--- config.mk ---
export PLATFORM = sky130hd
export DESIGN_NAME = uart_tx_cfg
export DESIGN_NICKNAME = d
export VERILOG_FILES = /design/src/rtl/uart_tx_cfg.sv
export SDC_FILE = /design/constraint.sdc
export NUM_CORES = 1
export LEC_CHECK = 0
export CAP_MARGIN = 20
export CORE_ASPECT_RATIO = 1.5
export CORE_MARGIN = 2
export CORE_UTILIZATION = 35
export DETAILED_ROUTE_END_ITERATION = 8
export PLACE_DENSITY = 0.67
export SLEW_MARGIN = 40
export SYNTH_ARGS = -nofsm -noshare
export SYNTH_HDL_FRONTEND = slang
export SYNTH_SLANG_ARGS = --single-unit
--- constraint.sdc ---
create_clock -name clk -period 3.5 [get_ports clk]
set_clock_uncertainty 0.05 [all_clocks]
set_input_delay 0.7 -clock clk [delete_from_list [all_inputs] [get_ports clk]]
set_output_delay 0.7 -clock clk [all_outputs]
set_load 0.05 [all_outputs]
--- src/rtl/uart_tx_cfg.sv ---
// uart_tx_cfg -- runtime-configurable UART transmitter.
//
// Sends one frame per accepted word. A frame is a start bit, 5..DBIT_MAX data
// bits (LSB first), an optional parity bit (odd/even/mark) and 1 or 2 stop
// bits. The bit period is OVERSAMPLE*(cfg_div+1) clocks. The frame format is
// captured at accept, so the cfg_* inputs may change freely mid-frame. The
// exception is cfg_div, which must stay static while a frame is in progress.
//
// Ports:
//   clk, reset_n   system clock, asynchronous active-low reset
//   cfg_div        baud divisor: tick period = cfg_div+1 clocks
//   cfg_dbits      data bits per frame (clamped to 5..DBIT_MAX at capture)
//   cfg_parity     00 none, 01 odd, 10 even, 11 mark
//   cfg_stop2      0 = one stop bit, 1 = two stop bits
//   tx_valid/ready word handshake; tx_data is sent LSB first
//   tx_done_tick   one-cycle pulse at the end of the final stop bit
//   busy           frame (or break) in progress
//   tx             registered serial line, idle high
//   tx_break       (only with UART_TX_BREAK_EN) hold line low while high,
//                  followed by one bit period of mark before returning to idle
//
// Optional feature macro: UART_TX_BREAK_EN
module uart_tx_cfg #(
  parameter int unsigned DBIT_MAX   = 8,
  parameter int unsigned OVERSAMPLE = 16,
  parameter int unsigned DIV_W      = 16
) (
  input  logic                              clk,
  input  logic                              reset_n,
  input  logic [DIV_W-1:0]                  cfg_div,
  input  logic [$clog2(DBIT_MAX+1)-1:0]     cfg_dbits,
  input  logic [1:0]                        cfg_parity,
  input  logic                              cfg_stop2,
  input  logic                              tx_valid,
  input  logic [DBIT_MAX-1:0]               tx_data,
`ifdef UART_TX_BREAK_EN
  input  logic                              tx_break,
`endif
  output logic                              tx_ready,
  output logic                              tx_done_tick,
  output logic                              busy,
  output logic                              tx
);

  localparam int unsigned DBW = $clog2(DBIT_MAX + 1);
  localparam int unsigned NW  = (DBIT_MAX > 2) ? $clog2(DBIT_MAX) : 1;
  localparam int unsigned SW  = $clog2(2 * OVERSAMPLE);

  localparam logic [SW-1:0] S_BIT_LAST   = SW'(OVERSAMPLE - 1);
  localparam logic [SW-1:0] S_STOP2_LAST = SW'(2 * OVERSAMPLE - 1);

  typedef enum logic [2:0] {
    IDLE,
    START,
    DATA,
    PARITY,
    STOP
`ifdef UART_TX_BREAK_EN
    , BREAK,
    MARK
`endif
  } state_t;

  state_t              state_q, state_n;
  logic [DIV_W-1:0]    div_cnt_q;
  logic [SW-1:0]       s_q, s_n;
  logic [NW-1:0]       n_q, n_n;
  logic [DBIT_MAX-1:0] shift_q, shift_n;
  logic [DBW-1:0]      dbits_q;
  logic                par_en_q;
  logic                par_bit_q;
  logic                stop2_q;

  logic                s_tick;
  logic                accept;
  logic                cnt_clr;
  logic                done_n;
  logic                busy_n;
  logic                tx_n;
  logic [DBW-1:0]      dbits_cap;
  logic                data_xor;
  logic                par_cap;

  // A word is refused in the done-pulse cycle so that the next start bit
  // lands two clocks after tx_done_tick.
  assign tx_ready = (state_q == IDLE) & ~tx_done_tick;
  assign accept   = tx_valid & tx_ready;
  assign s_tick   = (div_cnt_q == cfg_div);

  always_ff @(posedge clk or negedge reset_n) begin
    if (!reset_n) begin
      div_cnt_q <= '0;
    end else if (cnt_clr || s_tick) begin
      div_cnt_q <= '0;
    end else begin
      div_cnt_q <= div_cnt_q + 1'b1;
    end
  end

  // Frame format capture: clamp length, parity over the active bits only.
  always_comb begin
    dbits_cap = cfg_dbits;
    if (cfg_dbits < DBW'(5)) begin
      dbits_cap = DBW'(5);
    end else if (cfg_dbits > DBW'(DBIT_MAX)) begin
      dbits_cap = DBW'(DBIT_MAX);
    end
    data_xor = 1'b0;
    for (int unsigned i = 0; i < DBIT_MAX; i++) begin
      if (DBW'(i) < dbits_cap) begin
        data_xor = data_xor ^ tx_data[i];
      end
    end
    case (cfg_parity)
      2'b01:   par_cap = ~data_xor;
      2'b10:   par_cap = data_xor;
      default: par_cap = 1'b1;
    endcase
  end

  always_comb begin
    state_n = state_q;
    s_n     = s_q;
    n_n     = n_q;
    shift_n = shift_q;
    done_n  = 1'b0;
    cnt_clr = accept;
    case (state_q)
      IDLE: begin
        if (accept) begin
          state_n = START;
          s_n     = '0;
          shift_n = tx_data;
        end
`ifdef UART_TX_BREAK_EN
        else if (tx_break && !tx_done_tick) begin
          state_n = BREAK;
        end
`endif
      end
      START: begin
        if (s_tick) begin
          if (s_q == S_BIT_LAST) begin
            s_n     = '0;
            n_n     = '0;
            state_n = DATA;
          end else begin
            s_n = s_q + 1'b1;
          end
        end
      end
      DATA: begin
        if (s_tick) begin
          if (s_q == S_BIT_LAST) begin
            s_n     = '0;
            shift_n = shift_q >> 1;
            if (DBW'(n_q) == (dbits_q - DBW'(1))) begin
              state_n = par_en_q ? PARITY : STOP;
            end else begin
              n_n = n_q + 1'b1;
            end
          end else begin
            s_n = s_q + 1'b1;
          end
        end
      end
      PARITY: begin
        if (s_tick) begin
          if (s_q == S_BIT_LAST) begin
            s_n     = '0;
            state_n = STOP;
          end else begin
            s_n = s_q + 1'b1;
          end
        end
      end
      STOP: begin
        if (s_tick) begin
          if (s_q == (stop2_q ? S_STOP2_LAST : S_BIT_LAST)) begin
            s_n     = '0;
            state_n = IDLE;
            done_n  = 1'b1;
          end else begin
            s_n = s_q + 1'b1;
          end
        end
      end
`ifdef UART_TX_BREAK_EN
      BREAK: begin
        // Restart the baud counter so mark-after-break is a full bit period.
        if (!tx_break) begin
          state_n = MARK;
          s_n     = '0;
          cnt_clr = 1'b1;
        end
      end
      MARK: begin
        if (s_tick) begin
          if (s_q == S_BIT_LAST) begin
            s_n     = '0;
            state_n = IDLE;
          end else begin
            s_n = s_q + 1'b1;
          end
        end
      end
`endif
      default: state_n = IDLE;
    endcase

    // tx is registered from the next state so the line moves with the state.
    case (state_n)
      START:   tx_n = 1'b0;
      DATA:    tx_n = shift_n[0];
      PARITY:  tx_n = par_bit_q;
`ifdef UART_TX_BREAK_EN
      BREAK:   tx_n = 1'b0;
`endif
      default: tx_n = 1'b1;
    endcase

    busy_n = (state_n != IDLE) | done_n;
  end

  always_ff @(posedge clk or negedge reset_n) begin
    if (!reset_n) begin
      state_q      <= IDLE;
      s_q          <= '0;
      n_q          <= '0;
      shift_q      <= '0;
      dbits_q      <= '0;
      par_en_q     <= 1'b0;
      par_bit_q    <= 1'b0;
      stop2_q      <= 1'b0;
      tx           <= 1'b1;
      busy         <= 1'b0;
      tx_done_tick <= 1'b0;
    end else begin
      state_q      <= state_n;
      s_q          <= s_n;
      n_q          <= n_n;
      shift_q      <= shift_n;
      tx           <= tx_n;
      busy         <= busy_n;
      tx_done_tick <= done_n;
      if (accept) begin
        dbits_q   <= dbits_cap;
        par_en_q  <= |cfg_parity;
        par_bit_q <= par_cap;
        stop2_q   <= cfg_stop2;
      end
    end
  end

endmodule

==> qor.json <==
{
  "run_status": {
    "outcome": "finished clean"
  },
  "sta": {
    "timing.final.crit_share_pct": 80.0,
    "finalMaxSlewViolations": 0,
    "setup-tns-final_ns": 0,
    "worst_slew_margin_rel_pct": 56.4,
    "fmax_mhz": 357,
    "setup_viol_count_final": 0,
    "unrepaired_setup_endpoints_after_global_routing": "no",
    "final_hold_vios": 0,
    "timing.final.crit_period_ns": 2.80,
    "tightestPinTransition_ns": 0.650
  },
  "worst_setup_path": {
    "cp_slowest_stage_delay_ns": 0.87,
    "r2r_cells": 7,
    "critical_path_peak_fanout": 10,
    "cp.depth": 2,
    "gate_family_responsible_for_the_most_delay_along_the_worst_path": "buffers and inverters",
    "critical_path_buf_inv_count": 1,
    "crit_path_cell_trace": "nor4_2 > clkdlybuf4s50_1",
    "start_kind": "register",
    "worst-endpoint-arrival_ns": 2.05,
    "path_class": "reg2out",
    "timing.critical_path.to_type": "output port",
    "setup.reg_to_reg.worst_slack_ns": 1.19,
    "critPathRequiredTime_ns": 2.75,
    "crit_path_top_delay_cell": "clkdlybuf4s50_1"
  },
  "die": {
    "ioPinCount": 38,
    "die_w_microns": 74.1,
    "die-area_sq_um": 8100,
    "die_height_microns": 109,
    "initial_core_util_pct": 36.0,
    "floorplan.core_area_sq_um": 7180,
    "fp-row-count": 38
  },
  "clocking": {
    "cts_h_tree_lvls": 2,
    "cts_resized": 0,
    "root_buffer_cell": "clkbuf_8",
    "cts_tree": "done",
    "clock_tree.buffer_depth": 2,
    "post_cts_hold_buffer_count": 0,
    "clk-insertion-delay-late_ns": 0.30,
    "clock_slew_at_the_register_clock_pins_of_the_worst_setup_and_hold_paths_ns": 0.08,
    "post_cts_buffers": 0,
    "tritoncts.num_buffers": 5,
    "clock_sinks": 45
  },
  "logic_synthesis": {
    "yosys_register_bits": 45,
    "yosysMostFrequentCell": "dfrtp_1",
    "ys.warnings.count": 0,
    "synth-async-reset-ratio_pct": 100,
    "synth_top_cells_by_area": "dfrtp_1 43%, xnor2_1 9.8%, nand2_1 5.2%, ha_1 4.4%, nor2_1 4.1%",
    "postSynthNetCount": 321,
    "seq_area_frac_synth_pct": 43.7,
    "netlist_instances": 278,
    "number_of_synthesized_flops_with_an_enable_pin": 0,
    "synth.top_cell.area_share_pct": 42.6,
    "post_synth_instance_area_sq_um": 2580,
    "yosysTopAreaCell": "dfrtp_1",
    "ys_types": 49,
    "post_synth_most_frequent_cells": "44 x dfrtp_1, 36 x nand2_1, 29 x xnor2_1",
    "syn_avg_cell_area_sq_um": 9.29,
    "synth_flop_cell": "dfrtp_1"
  },
  "global_route": {
    "grt_pass1_vias": 2023,
    "global_route.usage.total_pct": 14.3,
    "grt_max_degree": 46,
    "antenna_found_initial": 0,
    "wire_length_of_the_first_global_routing_pass_microns": 8930,
    "globalRoute.totalOverflow": 0
  },
  "finish": {
    "finish.cell_count_without_fillers": 417,
    "final_nets": 359,
    "layout-drive-gt1-share_pct": 6.31,
    "num_antenna_cells": 0,
    "area_growth_syn_to_layout_pct": 21.8,
    "finalInstanceArea_sq_um": 3150
  },
  "power": {
    "p_int_mw": 0.778,
    "p_switching_mw": 0.258,
    "power.ir.vdd_worst_uv": 161,
    "combinationalPowerShare_pct": 12.5,
    "p_seq_share_pct": 54.8,
    "leakage_nw": 1.33,
    "p_sw_share_pct": 24.9,
    "clock_power_share_pct": 32.7,
    "power_per_cell_area_nw_per_um2": 329,
    "design_power_total_mw": 1.04
  },
  "placement": {
    "gp_routability_congestion": 0.832,
    "port-buffer-count": 37,
    "placed_cells": 409,
    "placed_cell_area_sq_um": 3050,
    "detailed_place_hpwl_microns": 3990
  },
  "detailed_routing": {
    "detail_route.drc_violations": 0,
    "finalWirelength_microns": 5250,
    "post_drt_antenna_nets": 0,
    "vias": 2078,
    "dr.pass1.iters": 4,
    "routedWlPerCell_microns": 12.6,
    "vias_per_cell": 4.98,
    "iteration_0_drc_markers": 106
  },
  "min_path": {
    "hp-class": "in2async"
  },
  "job": {
    "max-cap-violations": 0
  }
}
[per-stage QoR]
step           hold WS [ns]  setup WS (ns)  utilization (%)
6_report              0.337          0.699             43.8
5_1_grt               0.371          0.584             43.8
4_1_cts               0.354          0.676             43.8
3_5_place_dp          0.439          0.519             42.5
3_3_place_gp          0.427          0.549             42.4
2_1_floorplan         0.354          0.827                -
[area by class of cell]
| type | count | area [sq um] |
|---|---|---|
| sequential | 45 | 1130 |
| clock buffer | 6 | 82.6 |
| tap | 100 | 125 |
| timing repair buffer | 38 | 375 |
| multi-input combinational | 212 | 1370 |
| fill | 719 | 4030 |
| clock inverter | 2 | 13.8 |
| inverter | 14 | 52.6 |
[registers in the layout (all words and copies together) (netlist names)]
signal        flops
s_q               5
busy              1
div_cnt_q        16
n_q               3
tx_done_tick      1
par_en_q          1
state_q           3
dbits_q           4
stop2_q           1
shift_q           8
par_bit_q         1
tx                1
[layer usage]
metal  track usage [%]  up-vias  part of all wire [%]
met5                 0        -                     0
met1              16.6      979                    42
met2              25.0       56                    51
li1                  -     1034                     -
met4              5.71        0                   2.0
met3              3.23        9                   5.2
[cell families (layout without fill, tap and decap cells)]
logic type	after synthesis	count (layout)	share of synthesized area, %
AND/OR/NAND/NOR	112	112	21.2
AO/OA/AOI/OAI	53	53	14.4
flip-flops	45	45	43.7
XOR/XNOR	36	36	12.2
buffers and inverters	21	60	3.34
adder cells (fa/ha/maj)	9	9	4.36
multiplexers	2	2	0.824
[path summary, 6_finish.rpt]
kind,start,endpoint
worst min-delay path,reset_n,div_cnt_q[6]
worst min register to register,dbits_q[2],dbits_q[2]
max in group asynchronous,reset_n,tx
worst max register to register,div_cnt_q[1],tx
worst max-delay path,state_q[2],tx_ready
min in group clk,dbits_q[2],dbits_q[2]
[power by group through the flow]
stage	clock (mW)	combinational [mW]	sequential (mW)
6_report	0.338	0.130	0.568
3_5_place_dp	0	0.132	0.578
4_1_cts	0.355	0.133	0.568
2_1_floorplan	0	0.0708	0.571
3_3_place_gp	0	0.130	0.579
5_1_grt	0.380	0.147	0.571
[worst reg2reg max path: stages (launching register included)]
cell and delay (ns):
dfrtp_1 0.46, xnor2_1 0.19, nand4_1 0.17, nor4_4 0.57, mux2_2 0.41, o221ai_2 0.19, a21oi_1 0.06, o2bb2ai_1 0.15
[layout by cell type (no fill, tap or decap), drive strengths merged, types with 3 or more instances in the layout]
master and instances:
nor3 7, clkdlybuf4s50 36, nor2b 3, nor4 3, xor2 7, inv 14, ha 9, nand2b 3
o31ai 4, nand2 36, xnor2 29, a21oi 12, dfrtp 44, and3 4, clkbuf 6, or3 4
o21ai 16, a22oi 6, nand3 12, nand4 7, nor2 28
Power figures use the tool's default switching activity.
